==> src/rtl/picomips_ctrl_pkg.sv <==
// rtl/picomips_ctrl_pkg.sv - shared state encoding and widths for the picoMIPS run controller
package picomips_ctrl_pkg;

    localparam int CTRL_STATE_W = 3;
    localparam int INSTR_CNT_W  = 16;

    typedef enum logic [CTRL_STATE_W-1:0] {
        CTRL_RESET = 3'd0,
        CTRL_HALT  = 3'd1,
        CTRL_STEP  = 3'd2,
        CTRL_RUN   = 3'd3,
        CTRL_BREAK = 3'd4
    } ctrl_state_t;

endpackage

==> src/rtl/picomips_debounce.sv <==
// rtl/picomips_debounce.sv - 2-FF synchronizer, stability debouncer and rising-edge pulse
module picomips_debounce #(
    parameter int DEB_CYCLES = 50000
) (
    input  logic clk,
    input  logic rst_n,
    input  logic din,
    output logic level,
    output logic rise
);

    localparam int CW = (DEB_CYCLES > 1) ? $clog2(DEB_CYCLES) : 1;
    localparam logic [CW-1:0] CNT_LAST = CW'(DEB_CYCLES - 1);

    logic          sync1_q, sync1_d;
    logic          sync2_q, sync2_d;
    logic          db_q, db_d;
    logic          rise_q, rise_d;
    logic [CW-1:0] cnt_q, cnt_d;

    always_comb begin
        sync1_d = din;
        sync2_d = sync1_q;
        db_d    = db_q;
        cnt_d   = '0;
        // cnt holds how many earlier consecutive cycles already disagreed
        if (sync2_q != db_q) begin
            if (cnt_q == CNT_LAST) begin
                db_d = sync2_q;
            end else begin
                cnt_d = cnt_q + CW'(1);
            end
        end
        rise_d = db_d & ~db_q;
    end

    always_ff @(posedge clk) begin
        if (!rst_n) begin
            sync1_q <= 1'b0;
            sync2_q <= 1'b0;
            db_q    <= 1'b0;
            rise_q  <= 1'b0;
            cnt_q   <= '0;
        end else begin
            sync1_q <= sync1_d;
            sync2_q <= sync2_d;
            db_q    <= db_d;
            rise_q  <= rise_d;
            cnt_q   <= cnt_d;
        end
    end

    assign level = db_q;
    assign rise  = rise_q;

endmodule

==> src/rtl/picomips_run_ctrl.sv <==
// rtl/picomips_run_ctrl.sv - picoMIPS reset/enable/step controller; PICOMIPS_BRKPT_EN adds a PC breakpoint
module picomips_run_ctrl
    import picomips_ctrl_pkg::*;
#(
    parameter int PC_W       = 8,
    parameter int DEB_CYCLES = 50000,
    parameter int PRESCALE   = 1000000,
    parameter int RST_HOLD   = 16
) (
    input  logic                    clk,
    input  logic                    rst_n,
`ifdef PICOMIPS_BRKPT_EN
    input  logic                    bp_valid,
    input  logic [PC_W-1:0]         bp_addr,
`endif
    input  logic                    sw_run,
    input  logic                    sw_step,
    input  logic                    halt_req,
    input  logic [PC_W-1:0]         pc,
    output logic                    cpu_rst_n,
    output logic                    cpu_en,
    output logic [CTRL_STATE_W-1:0] state,
    output logic [INSTR_CNT_W-1:0]  instr_cnt
);

    localparam int PW = (PRESCALE > 1) ? $clog2(PRESCALE) : 1;
    localparam int HW = (RST_HOLD > 1) ? $clog2(RST_HOLD) : 1;
    localparam logic [PW-1:0] PRE_LAST  = PW'(PRESCALE - 1);
    localparam logic [HW-1:0] HOLD_LAST = HW'(RST_HOLD - 1);
    localparam logic [INSTR_CNT_W-1:0] CNT_MAX = '1;

    ctrl_state_t            state_q, state_d;
    logic [PW-1:0]          pre_q, pre_d;
    logic [HW-1:0]          hold_q, hold_d;
    logic [INSTR_CNT_W-1:0] cnt_q, cnt_d;
    logic                   en_c;
    logic                   tick;
    logic                   bp_hit;
    logic                   run_db;
    logic                   step_pulse;
    logic                   unused_run_rise;
    logic                   unused_step_level;

    picomips_debounce #(.DEB_CYCLES(DEB_CYCLES)) u_deb_run (
        .clk   (clk),
        .rst_n (rst_n),
        .din   (sw_run),
        .level (run_db),
        .rise  (unused_run_rise)
    );

    picomips_debounce #(.DEB_CYCLES(DEB_CYCLES)) u_deb_step (
        .clk   (clk),
        .rst_n (rst_n),
        .din   (sw_step),
        .level (unused_step_level),
        .rise  (step_pulse)
    );

    assign tick  = (pre_q == PRE_LAST);
    assign pre_d = tick ? '0 : pre_q + PW'(1);

`ifdef PICOMIPS_BRKPT_EN
    // Checked only on a tick so the instruction at bp_addr is held back, not skipped
    assign bp_hit = bp_valid && (pc == bp_addr) && tick;
`else
    logic unused_pc;
    assign unused_pc = ^pc;
    assign bp_hit    = 1'b0;
`endif

    always_comb begin
        state_d = state_q;
        hold_d  = '0;
        en_c    = 1'b0;
        case (state_q)
            CTRL_RESET: begin
                if (hold_q == HOLD_LAST) begin
                    state_d = CTRL_HALT;
                end else begin
                    hold_d = hold_q + HW'(1);
                end
            end
            CTRL_HALT: begin
                if (run_db) begin
                    state_d = CTRL_RUN;
                end else if (step_pulse) begin
                    state_d = CTRL_STEP;
                end
            end
            CTRL_STEP: begin
                en_c    = 1'b1;
                state_d = CTRL_HALT;
            end
            CTRL_RUN: begin
                if (!run_db) begin
                    state_d = CTRL_HALT;
                end else if (halt_req || bp_hit) begin
                    state_d = CTRL_BREAK;
                end else begin
                    en_c = tick;
                end
            end
            CTRL_BREAK: begin
                if (!run_db) begin
                    state_d = CTRL_HALT;
                end else if (step_pulse) begin
                    state_d = CTRL_STEP;
                end
            end
            default: state_d = CTRL_RESET;
        endcase
    end

    always_comb begin
        cnt_d = cnt_q;
        if (en_c && (cnt_q != CNT_MAX)) begin
            cnt_d = cnt_q + INSTR_CNT_W'(1);
        end
    end

    always_ff @(posedge clk) begin
        if (!rst_n) begin
            state_q <= CTRL_RESET;
            pre_q   <= '0;
            hold_q  <= '0;
            cnt_q   <= '0;
        end else begin
            state_q <= state_d;
            pre_q   <= pre_d;
            hold_q  <= hold_d;
            cnt_q   <= cnt_d;
        end
    end

    assign cpu_rst_n = (state_q != CTRL_RESET);
    assign cpu_en    = en_c;
    assign state     = state_q;
    assign instr_cnt = cnt_q;

endmodule
==> config.mk <==
export PLATFORM = sky130hd
export DESIGN_NAME = picomips_run_ctrl
export DESIGN_NICKNAME = d
export VERILOG_FILES = /design/src/rtl/picomips_ctrl_pkg.sv /design/src/rtl/picomips_debounce.sv /design/src/rtl/picomips_run_ctrl.sv
export SDC_FILE = /design/constraint.sdc
export NUM_CORES = 1
export LEC_CHECK = 0
export ABC_AREA = 1
export CORE_ASPECT_RATIO = 1.1
export CORE_MARGIN = 5
export CORE_UTILIZATION = 43
export DETAILED_ROUTE_END_ITERATION = 8
export GPL_TIMING_DRIVEN = 0
export HOLD_SLACK_MARGIN = 0.08
export SKIP_LAST_GASP = 1
export SYNTH_ARGS = -nofsm -noshare
export SYNTH_HDL_FRONTEND = slang
export SYNTH_SLANG_ARGS = --single-unit
==> constraint.sdc <==
create_clock -name clk -period 2.47 [get_ports clk]
set_input_delay 0.494 -clock clk [delete_from_list [all_inputs] [get_ports clk]]
set_output_delay 0.494 -clock clk [all_outputs]
set_load 0.02 [all_outputs]
==> flow_summary.yaml, run 1 <==
critical_path:
  required_ps: 1980
  timing.reg2reg.setup_slack_ps: 620
  critPathLaunchType: "flop"
  ff2ff_path_depth: 12
  crit_arrival_ps: 1840
  crit_type: "reg2out"
  r2r_end: "instr_cnt[11]$_SDFFE_PN0P_"
  crit_fanout: 10
  crit_path_end_kind: "primary output"
  r2r-start: "pre_q[0]$_SDFF_PP0_"
detailed_routing:
  drtAntennaViolNets: 0
  vias: 3541
  first_pass_iters: 5
  drc_errors: 0
  wl_um: 8145
  drt_iter0_drc: 151
  vias_per_cell: 4.911
  wl_per_cell_um: 11.30
synthesis:
  synth-compound-area-share_pct: 8.811
  yosys-top-cells-count: "nand2_1 (122), dfxtp_1 (82), nor2_1 (78)"
  yosysSeqAreaShare_pct: 40.85
  synth_ff_type: "dfxtp_1"
  synth_cells: 562
  synthXorXnorAreaFrac_pct: 4.359
  synth_mux_area_share_pct: 0
  yosys.area_share.simple_pct: 37.14
  synth-edff-count: 0
  postSynthAreaPerCell_um2: 7.151
  synth-seq-cells: 82
  syn_nets: 580
  synth_async_sr_flop_share_pct: 0
  netlist-cell-type-count: 42
  synth_area_mm2: 0.004019
  yosys.area.top_type: "dfxtp_1"
  synth.top_cells.by_area: "dfxtp_1 (41%), nand2_1 (11%), nor2_1 (7.3%), inv_1 (5.6%), a21oi_1 (5.4%)"
  synth.most_common_cell: "nand2_1"
  synthAdderAreaFrac_pct: 1.557
  synth_top_family_by_area: "simple AND/OR/NAND/NOR gates"
  synth_top_area_share_pct: 40.85
  yosysWarnings: 0
power:
  power_mw: 2.381
  pwr-share-seq_pct: 56.4
  clkPwrFrac_pct: 41.5
  peakVddDrop_v: 0.0003100
  powerDensity_mw_per_mm2: 514.5
  swShare_pct: 21.48
  switchingPower_mw: 0.5116
  internal_power_mw: 1.870
  p_leak_nw: 1.551
  power_frac_comb_pct: 2.2
finish:
  design_area_mm2: 0.004628
  final_cells: 721
  area_delta_synth_final_pct: 15.16
  diodes: 0
  drive_above_1_share_pct: 8.609
  final_util_pct: 49.99
  fin_nets: 617
run_status:
  outcome: "finished clean"
floorplanning:
  die_area_mm2: 0.01138
  dieHeight_um: 111.4
  rows: 37
  core_mm2: 0.009259
  chipWidth_um: 102.2
  initial_core_util_pct: 43.41
  io_pins: 34
global_routing:
  grt_pass1_vias: 3454
  grt_overflow: 0
  antenna_found_initial: 0
  grt_max_degree: 14
  grt_use_total_pct: 15.62
  grt_first_pass_wirelength_um: 14750
clocking:
  cts_buffers: 9
  cts.clk_slew.worst_paths_ps: 80
  cts.path.max_buffers: 2
  clk_latency_ps: 350
  cts-root-buf: "clkbuf_8"
  cts_tree: "built"
  htree_levels: 3
  clkSinkCount: 82
place:
  placed_area_mm2: 0.004415
  portBuffers: 25
  dpl.cell_count: 704
  place_congestion: 0.8595
  pre_cts_ws_ps: -284.1
  hpwlAfterDp_um: 6144
timing:
  drv_slew: 0
  setup_violations: 0
  finalWorstSetupSlack_ps: 139.7
  maxSlewHeadroom_pct: 69.07
  post-route-period-util_pct: 94.34
  rsz0062_at_grt: "no"
  fin_crit_ps: 2330
  final.setup_skew_ps: 6.318
  hold_slack_ps: 413.1
  setup_tns_ps: 0
  finalHoldViolCount: 0
  fmax_mhz: 429.1
  worst_slew_pin_slew_ps: 464.0
worst_hold_path:
  holdCritPathClass: "reg2reg"
  whs_path_depth: 2
  min_from: "u_deb_step.sync1_q$_SDFF_PN0_"
  min_to: "u_deb_step.sync2_q$_SDFF_PN0_"
flow_run:
  cap_violations: 0
[how the worst max path moves through the flow]
stage	slack [ps]	depth (start not counted)	end	startpoint
3_3_place_gp	-280	6	cpu_en	halt_req
3_5_place_dp	-280	6	cpu_en	halt_req
5_1_grt	3	9	cpu_en	pre_q[0]$_SDFF_PP0_
2_1_floorplan	660	8	cpu_en	pre_q[0]$_SDFF_PP0_
4_1_cts	0.5	9	cpu_en	pre_q[0]$_SDFF_PP0_
6_report	140	9	cpu_en	pre_q[0]$_SDFF_PP0_
[critical path: stages, from the launching register on]
cell and delay, ps:
dfxtp_4 380, ha_2 200, nand2_2 70, nor2_4 120
inv_1 100, nor2_4 120, nand3_2 100, nand2_4 90
buf_8 120, buf_2 160
[power groups by stage]
stage          Clock, mW  Combinational, mW  Sequential [mW]
2_1_floorplan          0             0.0342             1.37
3_3_place_gp           0             0.0511             1.37
3_5_place_dp           0             0.0523             1.37
4_1_cts             1.03             0.0527             1.34
5_1_grt             1.09             0.0602             1.34
6_report           0.988             0.0516             1.34
[cell type report]
cell class | count | area [um^2]
Fill cell | 952 | 4631
Multi-Input combinational cell | 409 | 2087
Sequential cell | 82 | 1645
Timing Repair Buffer | 26 | 252.7
Inverter | 63 | 236.5
Clock buffer | 11 | 151.4
Tap cell | 117 | 146.4
Buffer | 8 | 56.30
Clock inverter | 5 | 52.55
[routing by layer]
| layer | GRT usage, % | vias to the layer above | wire (um) | share of wire [%] |
|---|---|---|---|---|
| met1 | 20.02 | 1591 | 4007 | 49 |
| met2 | 25.53 | 34 | 3804 | 47 |
| li1 | - | 1909 | - | - |
| met4 | 4.374 | 0 | 97 | 1.2 |
| met5 | 0 | - | 0 | 0 |
| met3 | 4.449 | 7 | 235 | 2.9 |
[what timing repair did]
action / 4_1_cts / 5_1_grt
hold buffers: 0 / 0
gates resized for setup: 5 / 2
setup endpoints to repair: 1 / 1
setup buffers: 1 / 0
pin swaps: 1 / 0
[registers in the layout, indices dropped and copies added, names as in the netlist]
| name | cells |
|---|---|
| u_deb_run.sync1_q | 1 |
| state | 3 |
| u_deb_step.level | 1 |
| u_deb_step.rise | 1 |
| u_deb_run.sync2_q | 1 |
| u_deb_step.sync2_q | 1 |
| pre_q | 20 |
| u_deb_step.sync1_q | 1 |
| u_deb_run.level | 1 |
| hold_q | 4 |
| u_deb_run.cnt_q | 16 |
| u_deb_step.cnt_q | 16 |
| instr_cnt | 16 |
[logic make-up (layout without fill, tap and decap cells)]
group	Yosys count	in the layout
buffers and inverters	71	113
AO/OA/AOI/OAI	66	66
adder cells (fa/ha/maj)	5	5
XOR/XNOR	20	20
flip-flops	82	82
AND/OR/NAND/NOR	318	318
[placed cells by master, fill, tap and decap left out, types with 2 or more instances in the layout]
master,n
nand2_1,122
dfxtp_1,81
nor2_1,78
inv_1,60
a21oi_1,43
nand3_1,41
clkdlybuf4s50_1,24
nor3_1,23
xor2_1,13
nand4_1,12
o21ai_0,11
clkbuf_8,11
nor3b_1,10
xnor2_1,7
a31oi_1,5
or2_2,5
nor2_2,4
nor2_4,4
nor4_1,4
buf_2,4
ha_1,4
nand2_2,3
clkinv_2,3
inv_2,2
nand2_4,2
clkbuf_1,2
o21a_1,2
buf_4,2
nand3b_1,2
No activity file was read; power rests on OpenSTA's default activity.
==> run 2, diff against run 1 <==
--- a/config.mk
+++ b/config.mk
@@ -5,7 +5,8 @@
 export SDC_FILE = /design/constraint.sdc
 export NUM_CORES = 1
 export LEC_CHECK = 0
-export ABC_AREA = 1
+export ABC_AREA = 0
+export CAP_MARGIN = 20
 export CORE_ASPECT_RATIO = 1.1
 export CORE_MARGIN = 5
 export CORE_UTILIZATION = 43
@@ -16,3 +17,4 @@
 export SYNTH_ARGS = -nofsm -noshare
 export SYNTH_HDL_FRONTEND = slang
 export SYNTH_SLANG_ARGS = --single-unit
+export TNS_END_PERCENT = 5
==> flow_summary.yaml, run 2 <==
timing:
  finalWorstSetupSlack_ps: 7.488
  final.setup_skew_ps: 10.63
  fmax_mhz: 406.1
  worst_slew_pin_slew_ps: 602.7
  post-route-period-util_pct: 99.70
  rsz0062_at_grt: "yes"
  hold_slack_ps: 436.6
  finalHoldViolCount: 0
  setup_tns_ps: 0
  fin_crit_ps: 2463
  maxSlewHeadroom_pct: 59.45
  setup_violations: 0
  drv_slew: 0
synthesis:
  yosys-top-cells-count: "dfxtp_1 (82), nor2_1 (71), xnor2_1 (28)"
  syn_nets: 432
  synth_cells: 414
  synth.most_common_cell: "dfxtp_1"
  synth.top_cells.by_area: "dfxtp_1 (45%), nor2_1 (7.3%), xnor2_1 (6.8%), xor2_1 (5.3%), nand3_1 (3.7%)"
  netlist-cell-type-count: 44
  postSynthAreaPerCell_um2: 8.770
  yosysSeqAreaShare_pct: 45.21
  synth-edff-count: 0
  synth_ff_type: "dfxtp_1"
  synth_async_sr_flop_share_pct: 0
  synth_area_mm2: 0.003631
  synth-seq-cells: 82
  yosysWarnings: 0
  synth_top_area_share_pct: 45.21
  yosys.area.top_type: "dfxtp_1"
detailed_routing:
  wl_per_cell_um: 12.82
  drtAntennaViolNets: 0
  wl_um: 7256
  drt_iter0_drc: 88
  vias_per_cell: 5.166
  drc_errors: 0
  first_pass_iters: 4
  vias: 2924
critical_path:
  crit_arrival_ps: 1970
  crit_type: "in2out"
  critPathLaunchType: "input port"
  required_ps: 1980
  crit_fanout: 3
  crit_path_end_kind: "primary output"
floorplanning:
  dieHeight_um: 106.4
  chipWidth_um: 97.62
  core_mm2: 0.008320
  io_pins: 34
  die_area_mm2: 0.01038
  initial_core_util_pct: 43.64
  rows: 35
finish:
  top_register: "pre_q"
  final_util_pct: 51.05
  area_delta_synth_final_pct: 16.99
  fin_nets: 469
  largest_reg_flops: 20
  drive_above_1_share_pct: 6.813
  final_cells: 566
  layout.cells.most_common_list: "dfxtp_1 (82), nor2_1 (71), xnor2_1 (28), nand3_1 (27)"
  fillCellCount: 790
  design_area_mm2: 0.004248
  layout_commonest_cell: "dfxtp_1"
  diodes: 0
clocking:
  cts_buffers: 9
  cts.path.max_buffers: 2
  clkSinkCount: 82
  htree_levels: 3
  clk_latency_ps: 340
  cts-root-buf: "clkbuf_8"
  cts_tree: "built"
  cts.clk_slew.worst_paths_ps: 80
power:
  power_mw: 2.425
  p_leak_nw: 1.415
  powerDensity_mw_per_mm2: 570.8
  peakVddDrop_v: 0.0003416
global_routing:
  grt_max_degree: 18
  grt_first_pass_wirelength_um: 12820
  grt_pass1_vias: 2821
  antenna_found_initial: 0
  grt_overflow: 0
  grt_use_total_pct: 14.84
place:
  portBuffers: 25
  pre_cts_ws_ps: -745.7
  placed_area_mm2: 0.004020
  hpwlAfterDp_um: 5056
  place_congestion: 0.7953
  dpl.cell_count: 550
run_status:
  outcome: "finished clean"
worst_hold_path:
  holdCritPathClass: "reg2reg"
flow_run:
  cap_violations: 0
[run 2: cell types whose count changed after synthesis, sizes merged, moves of 7 or more]
cell	change
nand2	-103
inv	-52
a21oi	-30
xnor2	+21
nor2	-15
and3	+14
nand3	-14
nor3	-12
or4	+9
xor2	+9
nor3b	-8
o31ai	+7
[run 2: timing repair]
action                     CTS  global route
hold buffers                 0             0
setup endpoints to repair    1             3
pin swaps                    1             0
buffers inserted             2             0
gates resized for setup      7             2
[run 2: layout make-up]
cell class	count	area (um^2)	share of cell area, %
flip-flops and latches	82	1642	38.64
clock inverters	5	80.08	1.885
inverters	10	37.54	0.8837
repair buffers	27	260.3	6.127
clock buffers	10	127.6	3.004
well taps	111	138.9	3.270
multi-input cells	308	1896	44.62
plain buffers	13	66.31	1.561
[run 2: kinds of logic after synthesis]
logic type / share of synthesized area, %
flip-flops: 45.21
multiplexers: 0.8270
buffers and inverters: 2.860
adder cells (fa/ha/maj): 1.723
AND/OR/NAND/NOR: 30.32
XOR/XNOR: 12.06
AO/OA/AOI/OAI: 6.996
[run 2: final timing paths]
kind | slack (ps) | startpoint | endpoint | cells after the start
hold reg to reg | 440 | u_deb_step.sync1_q$_SDFF_PN0_ | u_deb_step.sync2_q$_SDFF_PN0_ | 1
setup reg to reg | 180 | pre_q[16]$_SDFF_PP0_ | instr_cnt[14]$_SDFFE_PN0P_ | 7
hold / removal | 440 | u_deb_step.sync1_q$_SDFF_PN0_ | u_deb_step.sync2_q$_SDFF_PN0_ | 1
setup / recovery | 7 | halt_req | cpu_en | 7
[run 2: worst max-delay path: stages]
cell	delay, ps
clkdlybuf4s50_1	470
and4bb_2	240
and2_2	230
a31oi_4	230
buf_8	130
inv_1	30
buf_2	140
[run 2: power breakdown]
group | switching [mW] | internal [mW]
logic | 0.0284 | 0.0188
clock network | 0.473 | 0.563
registers | 0.00899 | 1.33
[run 2: per-layer routing]
layer | up-vias | wire length [um] | global-route usage [%]
li1 | 1524 | - | -
met1 | 1352 | 3679 | 19.85
met2 | 40 | 3247 | 23.70
met3 | 8 | 234 | 2.887
met4 | 0 | 94 | 5.638
met5 | - | 0 | 0
==> variant: new RTL, flow settings as in run 1 <==
Add a define of `PICOMIPS_BRKPT_EN`.
--- a/src/rtl/picomips_run_ctrl.sv
+++ b/src/rtl/picomips_run_ctrl.sv
@@ -1,2 +1,4 @@
 // rtl/picomips_run_ctrl.sv - picoMIPS reset/enable/step controller; PICOMIPS_BRKPT_EN adds a PC breakpoint
+`define PICOMIPS_BRKPT_EN
+
 module picomips_run_ctrl
Ports: changed (added bp_addr and bp_valid); port bits go from 34 to 43. The function was not compared with the original's and may differ.
==> variant against run 1 <==
Worst hold slack better by 4.1 ps. Via count increased by 8.7%. Sequential cell count is the same. Synthesized cell count is 6.2% higher. Largest power group unchanged. Total power rose by 9.7%. Die area grew 4.5%. Largest cell class unchanged. Synthesized area up 5.0%. Critical path depth shrank 1. Wire length is 7.8% higher. Global-route usage about the same. Worst setup slack got worse by 27 ps. Final area grew 10%. Sequential share of layout area shrank 3.3 points.
==> variant: results (changes against run 1) <==
[global_routing]
grt_pass1_wl_mm = 15.7  ; +6.2%
grt_max_degree = 20  ; +6
track_usage = 0.156  ; -0.000182
grt_pass1_vias = 3703  ; +7.2%

[critical_path]
arrival_ps = 1860  ; +20 ps
cp_max_fo = 5  ; -5
critPathTopFamily = buffers and inverters
critPathLaunch = pc[6]
cp_slowest_cell = clkdlybuf4s50_1

[yosys]
synth_xor_area_frac = 0.0457  ; +0.00207
synthAdderAreaFrac = 0.0148  ; -0.000743
ys_types = 40  ; -4.8%
synthTopCellsByArea = dfxtp_1, nand2_1, inv_1, nor2_1, a21oi_1
synth_compound_area_frac = 0.0978  ; +0.00973
synth_common_cells = nand2_1, inv_1, dfxtp_1
yosysWarnings = 0  ; unchanged
seq_area_frac_synth = 0.389  ; -0.0195

[routing]
vias = 3850  ; +8.7%
firstDrtPassIters = 4  ; -1
drt_iter0_markers = 133  ; -12%

[outcome]
outcome = finished, final reports clean

[cells_and_area]
final_nets = 682  ; +11%

[placed_design]
gp_congestion = 0.843  ; -1.9%
portBuffers = 42  ; +68%
pre_cts_ws_ps = -496  ; -211 ps
dp_hpwl_mm = 6.77  ; +10%

[power]
ir_worst_vdd_v = 0.000290  ; -6.6%
power.leakage_nw = 1.87  ; +21%

[sta]
clock_skew_ps = 6.46  ; +0.146 ps
relSlewSlack = 0.507  ; -0.184

variant: power by group:
| group | total (mW) | internal, mW | leakage [nW] | switching [mW] |
|---|---|---|---|---|
| registers | 1.34 | 1.33 | 0.662 | 0.00741 |
| clock network | 1.17 | 0.676 | 0.121 | 0.494 |
| logic | 0.102 | 0.0506 | 1.09 | 0.0515 |
| total | 2.61 | 2.06 | 1.87 | 0.553 |
variant: routing by layer:
layer  wire [µm]  track usage  up-vias
li1            -            -     2045
met1        3980        0.179     1733
met2        4390        0.283       59
met3         272       0.0306       13
met4         136       0.0630        0
met5           0            0        -
variant: worst paths after layout:
| kind | cells after the start | endpoint | slack [ps] |
|---|---|---|---|
| setup reg to reg | 9 | pre_q[13] | 410 |
| hold / removal | 2 | u_deb_step.sync2_q | 420 |
| hold reg to reg | 2 | u_deb_step.sync2_q | 420 |
| setup / recovery | 8 | cpu_en | 110 |
variant: per-stage QoR:
stage	instances	total power, mW
after detailed placement	759	1.47
after global routing	780	2.71
after floorplan	597	1.42
after CTS	775	2.65
after global placement	759	1.47
final	780	2.61
variant: final cells by class:
cell class	instances	area (µm²)
multi-input cells	414	2170
repair buffers	48	480
flip-flops and latches	82	1640
clock inverters	6	113
clock buffers	10	128
inverters	92	345
plain buffers	8	63.8
well taps	120	150
fillers	937	4650
variant: what timing repair did:
item,in CTS,in global routing
hold buffers,0,0
resized for setup,5,10
pin swaps,2,8
setup buffers,1,5
setup endpoints to repair,1,1
variant: kinds of logic after synthesis:
logic type                 after synthesis
DFF                                     82
AOI/OAI and AO/OA                       74
xor gates and xnor gates                22
adders and majority gates                5
and+or+nand+nor                        313
buffers and inverters                  101
variant: worst min-delay path, cell delays in order, from the launching register on:
cell	delay (ps)
dfxtp_1	310
nand2_1	40
inv_1	40
